===== config.mk =====
export PLATFORM = sky130hd
export DESIGN_NAME = lfm_sweep_sequencer_flat
export DESIGN_NICKNAME = d
export VERILOG_FILES = /design/src/rtl/lfm_sweep_sequencer_if.sv /design/src/rtl/lfm_sweep_sequencer.sv /design/src/flat_wrapper.sv
export SDC_FILE = /design/constraint.sdc
export NUM_CORES = 1
export LEC_CHECK = 0
export CAP_MARGIN = 25
export CORE_MARGIN = 2
export CORE_UTILIZATION = 56
export DETAILED_ROUTE_END_ITERATION = 8
export PLACE_DENSITY = 0.82
export SLEW_MARGIN = 25
export SYNTH_ARGS = -nofsm -noshare
export SYNTH_HDL_FRONTEND = slang
export SYNTH_SLANG_ARGS = --single-unit

===== constraint.sdc =====
create_clock -name clk -period 5.8 [get_ports clk]
set_input_delay 1.16 -clock clk [delete_from_list [all_inputs] [get_ports clk]]
set_output_delay 1.16 -clock clk [all_outputs]
set_load 0.02 [all_outputs]

===== src/rtl/lfm_sweep_sequencer_if.sv =====
// Phase-increment channel between the LFM sweep sequencer (master) and the DDS
// compiler s_axis_phase port (slave).
`timescale 1ns/1ps
interface lfm_sweep_sequencer_if #(
  parameter int PINC_W = 32
);
  logic              pinc_tvalid;
  logic              pinc_tready;
  logic [PINC_W-1:0] pinc_tdata;

  modport master (output pinc_tvalid, output pinc_tdata, input pinc_tready);
  modport slave  (input pinc_tvalid, input pinc_tdata, output pinc_tready);
endinterface


===== src/rtl/lfm_sweep_sequencer.sv =====
// Stepped LFM sweep sequencer driving the DDS phase-increment channel.
// Optional macro LFM_SEQ_CLAMP_EN: saturating pinc arithmetic instead of modulo wrap.
`timescale 1ns/1ps
module lfm_sweep_sequencer #(
  parameter int PINC_W  = 32,
  parameter int DWELL_W = 21,
  parameter int STEP_W  = 8
) (
  input  logic                 clk,
  input  logic                 reset,
  input  logic                 start,
  input  logic                 abort,
  input  logic [PINC_W-1:0]    cfg_start_pinc,
  input  logic [PINC_W-1:0]    cfg_step,
  input  logic [STEP_W-1:0]    cfg_nsteps,
  input  logic [DWELL_W-1:0]   cfg_dwell,
  input  logic [1:0]           cfg_mode,
  input  logic                 cfg_repeat,
  input  logic                 dds_sample_valid,
  lfm_sweep_sequencer_if.master pinc,
  output logic                 busy,
  output logic                 done,
  output logic [STEP_W:0]      step_idx
);

  typedef enum logic [1:0] {S_IDLE, S_SEND, S_DWELL} state_t;

  localparam logic [1:0] MODE_DOWN = 2'd1;
  localparam logic [1:0] MODE_TRI  = 2'd2;

  state_t               state_q, state_d;
  logic                 tvalid_q, tvalid_d;
  logic [PINC_W-1:0]    pinc_q, pinc_d;
  logic [STEP_W:0]      step_idx_q, step_idx_d;
  logic [DWELL_W-1:0]   dwell_cnt_q, dwell_cnt_d;
  logic                 busy_q, busy_d;
  logic                 done_q, done_d;

  logic [PINC_W-1:0]    start_pinc_q, start_pinc_d;
  logic [PINC_W-1:0]    step_q, step_d;
  logic [STEP_W-1:0]    nsteps_q, nsteps_d;
  logic [DWELL_W-1:0]   dwell_max_q, dwell_max_d;
  logic [1:0]           mode_q, mode_d;
  logic                 repeat_q, repeat_d;

  logic [PINC_W:0]      sum_w;
  logic [PINC_W-1:0]    add_res;
  logic [PINC_W-1:0]    sub_res;
  logic [STEP_W:0]      last_idx;
  logic                 dir_up;

  assign sum_w = {1'b0, pinc_q} + {1'b0, step_q};

`ifdef LFM_SEQ_CLAMP_EN
  assign add_res = sum_w[PINC_W] ? '1 : sum_w[PINC_W-1:0];
  assign sub_res = (pinc_q < step_q) ? '0 : (pinc_q - step_q);
`else
  assign add_res = sum_w[PINC_W-1:0];
  assign sub_res = pinc_q - step_q;
`endif

  // Triangle ramps up for the first nsteps transitions, then folds back down.
  always_comb begin
    last_idx = {1'b0, nsteps_q};
    dir_up   = 1'b1;
    if (mode_q == MODE_TRI) begin
      last_idx = {nsteps_q, 1'b0};
      dir_up   = (step_idx_q < {1'b0, nsteps_q});
    end else if (mode_q == MODE_DOWN) begin
      dir_up   = 1'b0;
    end
  end

  always_comb begin
    state_d      = state_q;
    tvalid_d     = tvalid_q;
    pinc_d       = pinc_q;
    step_idx_d   = step_idx_q;
    dwell_cnt_d  = dwell_cnt_q;
    busy_d       = busy_q;
    done_d       = 1'b0;
    start_pinc_d = start_pinc_q;
    step_d       = step_q;
    nsteps_d     = nsteps_q;
    dwell_max_d  = dwell_max_q;
    mode_d       = mode_q;
    repeat_d     = repeat_q;

    case (state_q)
      S_IDLE: begin
        if (start) begin
          start_pinc_d = cfg_start_pinc;
          step_d       = cfg_step;
          nsteps_d     = cfg_nsteps;
          dwell_max_d  = (cfg_dwell == '0) ? '0 : (cfg_dwell - 1'b1);
          mode_d       = cfg_mode;
          repeat_d     = cfg_repeat;
          pinc_d       = cfg_start_pinc;
          step_idx_d   = '0;
          state_d      = S_SEND;
          tvalid_d     = 1'b1;
          busy_d       = 1'b1;
        end
      end
      S_SEND: begin
        if (pinc.pinc_tready) begin
          state_d     = S_DWELL;
          tvalid_d    = 1'b0;
          dwell_cnt_d = '0;
        end
      end
      S_DWELL: begin
        if (dds_sample_valid) begin
          if (dwell_cnt_q == dwell_max_q) begin
            if (step_idx_q != last_idx) begin
              step_idx_d = step_idx_q + 1'b1;
              pinc_d     = dir_up ? add_res : sub_res;
              state_d    = S_SEND;
              tvalid_d   = 1'b1;
            end else if (repeat_q) begin
              step_idx_d = '0;
              pinc_d     = start_pinc_q;
              state_d    = S_SEND;
              tvalid_d   = 1'b1;
            end else begin
              done_d     = 1'b1;
              state_d    = S_IDLE;
              busy_d     = 1'b0;
            end
          end else begin
            dwell_cnt_d = dwell_cnt_q + 1'b1;
          end
        end
      end
      default: begin
        state_d  = S_IDLE;
        tvalid_d = 1'b0;
        busy_d   = 1'b0;
      end
    endcase

    // Abort wins over everything, including a start in the same cycle.
    if (abort) begin
      state_d  = S_IDLE;
      tvalid_d = 1'b0;
      busy_d   = 1'b0;
      done_d   = 1'b0;
    end
  end

  always_ff @(posedge clk or negedge reset) begin
    if (!reset) begin
      state_q      <= S_IDLE;
      tvalid_q     <= 1'b0;
      pinc_q       <= '0;
      step_idx_q   <= '0;
      dwell_cnt_q  <= '0;
      busy_q       <= 1'b0;
      done_q       <= 1'b0;
      start_pinc_q <= '0;
      step_q       <= '0;
      nsteps_q     <= '0;
      dwell_max_q  <= '0;
      mode_q       <= '0;
      repeat_q     <= 1'b0;
    end else begin
      state_q      <= state_d;
      tvalid_q     <= tvalid_d;
      pinc_q       <= pinc_d;
      step_idx_q   <= step_idx_d;
      dwell_cnt_q  <= dwell_cnt_d;
      busy_q       <= busy_d;
      done_q       <= done_d;
      start_pinc_q <= start_pinc_d;
      step_q       <= step_d;
      nsteps_q     <= nsteps_d;
      dwell_max_q  <= dwell_max_d;
      mode_q       <= mode_d;
      repeat_q     <= repeat_d;
    end
  end

  assign pinc.pinc_tvalid = tvalid_q;
  assign pinc.pinc_tdata  = pinc_q;
  assign busy             = busy_q;
  assign done             = done_q;
  assign step_idx         = step_idx_q;

endmodule


===== src/flat_wrapper.sv =====
// flat-port wrapper written by rule: the top's interface ports become plain ports
module lfm_sweep_sequencer_flat 
#(
  parameter int PINC_W  = 32,
  parameter int DWELL_W = 21,
  parameter int STEP_W  = 8
)
  (clk, reset, start, abort, cfg_start_pinc, cfg_step, cfg_nsteps, cfg_dwell, cfg_mode, cfg_repeat, dds_sample_valid, busy, done, step_idx, pinc_pinc_tvalid, pinc_pinc_tdata, pinc_pinc_tready);
  lfm_sweep_sequencer_if #(.PINC_W(PINC_W)) pinc_i ();
  input  logic clk;
  input  logic reset;
  input  logic start;
  input  logic abort;
  input  logic [PINC_W-1:0] cfg_start_pinc;
  input  logic [PINC_W-1:0] cfg_step;
  input  logic [STEP_W-1:0] cfg_nsteps;
  input  logic [DWELL_W-1:0] cfg_dwell;
  input  logic [1:0] cfg_mode;
  input  logic cfg_repeat;
  input  logic dds_sample_valid;
  output logic busy;
  output logic done;
  output logic [STEP_W:0] step_idx;
  output wire logic [$bits(pinc_i.pinc_tvalid)-1:0] pinc_pinc_tvalid;
  output wire logic [$bits(pinc_i.pinc_tdata)-1:0] pinc_pinc_tdata;
  input wire logic [$bits(pinc_i.pinc_tready)-1:0] pinc_pinc_tready;
  assign pinc_pinc_tvalid = pinc_i.pinc_tvalid;
  assign pinc_pinc_tdata = pinc_i.pinc_tdata;
  assign pinc_i.pinc_tready = pinc_pinc_tready;
  lfm_sweep_sequencer #(.PINC_W(PINC_W), .DWELL_W(DWELL_W), .STEP_W(STEP_W)) u_core (.clk(clk), .reset(reset), .start(start), .abort(abort), .cfg_start_pinc(cfg_start_pinc), .cfg_step(cfg_step), .cfg_nsteps(cfg_nsteps), .cfg_dwell(cfg_dwell), .cfg_mode(cfg_mode), .cfg_repeat(cfg_repeat), .dds_sample_valid(dds_sample_valid), .pinc(pinc_i), .busy(busy), .done(done), .step_idx(step_idx));
endmodule

==> flow_metrics.py, run 1 <==
metrics = {
    "power_and_ir_drop": {
        "power_mw": 4.69,
        "p_per_area_nw_per_um2": 372,
        "leakagePower_nw": 5.56,
        "vdd_drop_max_mv": 0.250,
    },
    "routing": {
        "wirelength_mm": 28.3,
        "drcViolationCount": 8,
        "vias_per_cell": 5.96,
        "num_vias": 9621,
        "drt_first_pass_iters": 7,
        "wl_met1_mm": 12.8,
        "wl_met3_mm": 1.77,
        "avgRoutedWirePerCell_um": 17.5,
        "drtIter0Drc": 962,
        "met2_length_mm": 13.1,
        "top_layer_used": "met4",
        "ant_nets": 0,
    },
    "sta": {
        "fin_tns_setup_ns": 0,
        "fmax_mhz": 198,
        "timing.final.crit_share": 0.871,
        "rsz0062_at_grt": "false",
        "hold_ws_ns": 0.474,
        "maxSlewHeadroom": 0.416,
        "worst_pin_slew_ns": 0.874,
        "period_minus_slack_ns": 5.05,
        "setup_viol": 0,
        "final_max_slew_viol_count": 0,
        "finalHoldViolations": 0,
        "skew_ns": 0.0133,
    },
    "die": {
        "die_h_um": 140,
        "rows": 49,
        "die_w_um": 140,
        "dieArea_sq_um": 19600,
        "initial_core_util": 0.574,
        "num_io_pins": 146,
        "core-area_sq_um": 18100,
    },
    "yosys": {
        "synthArstFlopShare": 1.00,
        "synth_top_area_frac": 0.393,
        "synth_area_sq_um": 10400,
        "synth_warnings": 0,
        "synth_area_leaders": "dfrtp_1 39%, nand2_1 12%, xnor2_1 8.3%, ha_1 5.3%, o21ai_0 4.4%",
        "yosys_most_used_dff": "dfrtp_1",
        "yosysSeqAreaShare": 0.393,
        "synth.distinct_cells": 64,
        "synth_top_family_by_area": "simple AND/OR/NAND/NOR gates",
        "ys_seq_elements": 163,
        "synth_compound_area_frac": 0.164,
        "synthMuxAreaShare": 0.0116,
        "syn_avg_cell_area_sq_um": 8.29,
        "yosys.area.top_type": "dfrtp_1",
        "synth_xor_area_frac": 0.100,
        "synth-simple-area-share": 0.243,
        "syn-num-nets": 1399,
        "synthCells": 1252,
        "synthAdderAreaFrac": 0.0550,
        "synth_edf_count": 0,
    },
    "cells_and_area": {
        "seq_area_sq_um": 4080,
        "multi_input_area_sq_um": 6000,
        "fin_cells": 1615,
        "antenna_cells": 0,
        "layout_commonest_cell": "nand2_1",
        "fill_cells": 1455,
        "syn2layout_area_growth_pct": 21.6,
        "nNetsFinal": 1520,
        "drive_gt1_frac": 0.0498,
        "most-common-layout-cells": "321 x nand2_1, 163 x dfrtp_1, 144 x clkdlybuf4s50_1, 98 x xnor2_1, 92 x o21ai_0",
    },
    "outcome": {
        "outcome": "complete, but fails checks",
        "violations": "DRC",
    },
    "setup_path": {
        "cp.arrival_ns": 5.39,
        "worst-path-max-fanout": 14,
        "worstSetupStartpointType": "register",
        "required_ns": 6.14,
        "worstSetupPathType": "register to register",
        "endpoint_kind": "register",
    },
    "flow_run": {
        "maxCapViolations": 0,
    },
    "global_routing": {
        "antenna_found_initial": 0,
        "grt_pass1_wl_mm": 47.1,
        "grt_max_degree": 65,
        "grt.overflow.total": 0,
        "grt_pass1_vias": 9312,
        "grt_usage": 0.297,
    },
    "clocking": {
        "cts_root_buffer": "clkbuf_16",
        "postCtsSetupBuffers": 0,
        "cts_made_buffers": 17,
        "cts.repair.resized": 0,
        "ctsHoldBuffers": 0,
        "clkTransAtPathRegs_ns": 0.07,
        "clk_latency_ns": 0.43,
        "cts_tree": "yes",
        "cts_max_level": 4,
        "clock_path_buffers": 2,
        "cts_sinks": 163,
    },
    "placed_design": {
        "io_buffers": 145,
        "place.gp.congestion": 0.971,
        "placed_cells": 1583,
        "dp_hpwl_mm": 20.2,
    },
    "min_path": {
        "hp-class": "register to register",
    },
}
synth_stat cells (16+ instances only):
cell type and number:
a21oi_1 44, and3_1 20, clkbuf_1 51, dfrtp_1 163, ha_1 44, inv_1 31
nand2_1 321, nand2b_1 16, nand3_1 16, nor2_1 77, nor3_1 29, nor4_1 16
o211ai_1 18, o21ai_0 92, o31ai_1 18, xnor2_1 98, xor2_1 21
cells by family (layout without fill, tap and decap cells):
logic type               after synthesis  after routing
buffers and inverters                 89            223
adder cells (fa/ha/maj)               45             45
AO/OA/AOI/OAI                        261            261
flip-flops                           163            163
XOR/XNOR                             119            119
multiplexers                          12             12
AND/OR/NAND/NOR                      563            563
registers in the layout, summed over array words and instances (netlist names):
name	count
u_core.step_q	32
u_core.pinc.pinc_tdata	32
u_core.pinc.pinc_tvalid	1
u_core.mode_q	2
u_core.done	1
u_core.start_pinc_q	32
u_core.dwell_max_q	21
u_core.dwell_cnt_q	21
u_core.nsteps_q	8
u_core.repeat_q	1
u_core.state_q	2
u_core.busy	1
u_core.step_idx	9
layer usage:
metal  vias to the layer above  track usage
met5                         -            0
met4                         0       0.0978
met3                        57       0.0509
met2                       364        0.473
met1                      4603        0.416
li1                       4597            -
metrics by stage:
stage                     setup WS, ns  area (sq um)   util
final                            0.746         12600  0.698
after global routing             0.312         12600  0.698
after CTS                        0.839         12600  0.698
after detailed placement         0.880         12000  0.666
after global placement           0.982         12000  0.666
after floorplan                   1.28         10400      -
layout make-up:
class | count | area share
Clock buffer | 18 | 0.0340
Clock inverter | 14 | 0.0114
Inverter | 31 | 0.00922
Multi-Input combinational cell | 1000 | 0.475
Sequential cell | 163 | 0.323
Tap cell | 229 | 0.0227
Timing Repair Buffer | 160 | 0.124
path summary, 6_finish.rpt:
path,from,endpoint,slack (ns),cells after the start
worst max-delay path,u_core.step_idx[5],u_core.pinc.pinc_tdata[22],0.75,18
worst min-delay path,u_core.start_pinc_q[19],u_core.start_pinc_q[19],0.47,2
worst max register to register,u_core.step_idx[5],u_core.pinc.pinc_tdata[22],0.75,18
worst min register to register,u_core.start_pinc_q[19],u_core.start_pinc_q[19],0.47,2
max in group asynchronous,reset,u_core.pinc.pinc_tdata[16],3.94,2
min in group asynchronous,reset,u_core.dwell_max_q[1],0.66,1
critical path, stage by stage (launching register included):
cell and delay, ns:
dfrtp_1 0.48, ha_1 0.31, nor2b_1 0.19, nand3_1 0.11, o31ai_1 0.33, nor3_1 0.10, o21bai_2 0.58, buf_4 0.26
nand2b_1 0.07, xnor2_1 0.12, ha_1 0.32, nor2b_1 0.17, o2111ai_1 0.31, nand4_1 0.22, a21oi_1 0.47, o21ai_0 0.31
xnor2_1 0.19, o211a_1 0.21, o31ai_1 0.19
where the power goes:
part	switching (mW)	total [mW]	leakage, nW	internal (mW)
clock	0.515	1.12	0.274	0.607
sequential	0.203	1.52	2.06	1.32
combinational	1.17	2.05	3.23	0.880
Power figures use the tool's default switching activity.
==> inputs of run 2 (changes only) <==
- SETUP_SLACK_MARGIN: default -> 0.2
==> results of run 2 <==
No change in the layout: final DEF, timing and power equal those of run 1.
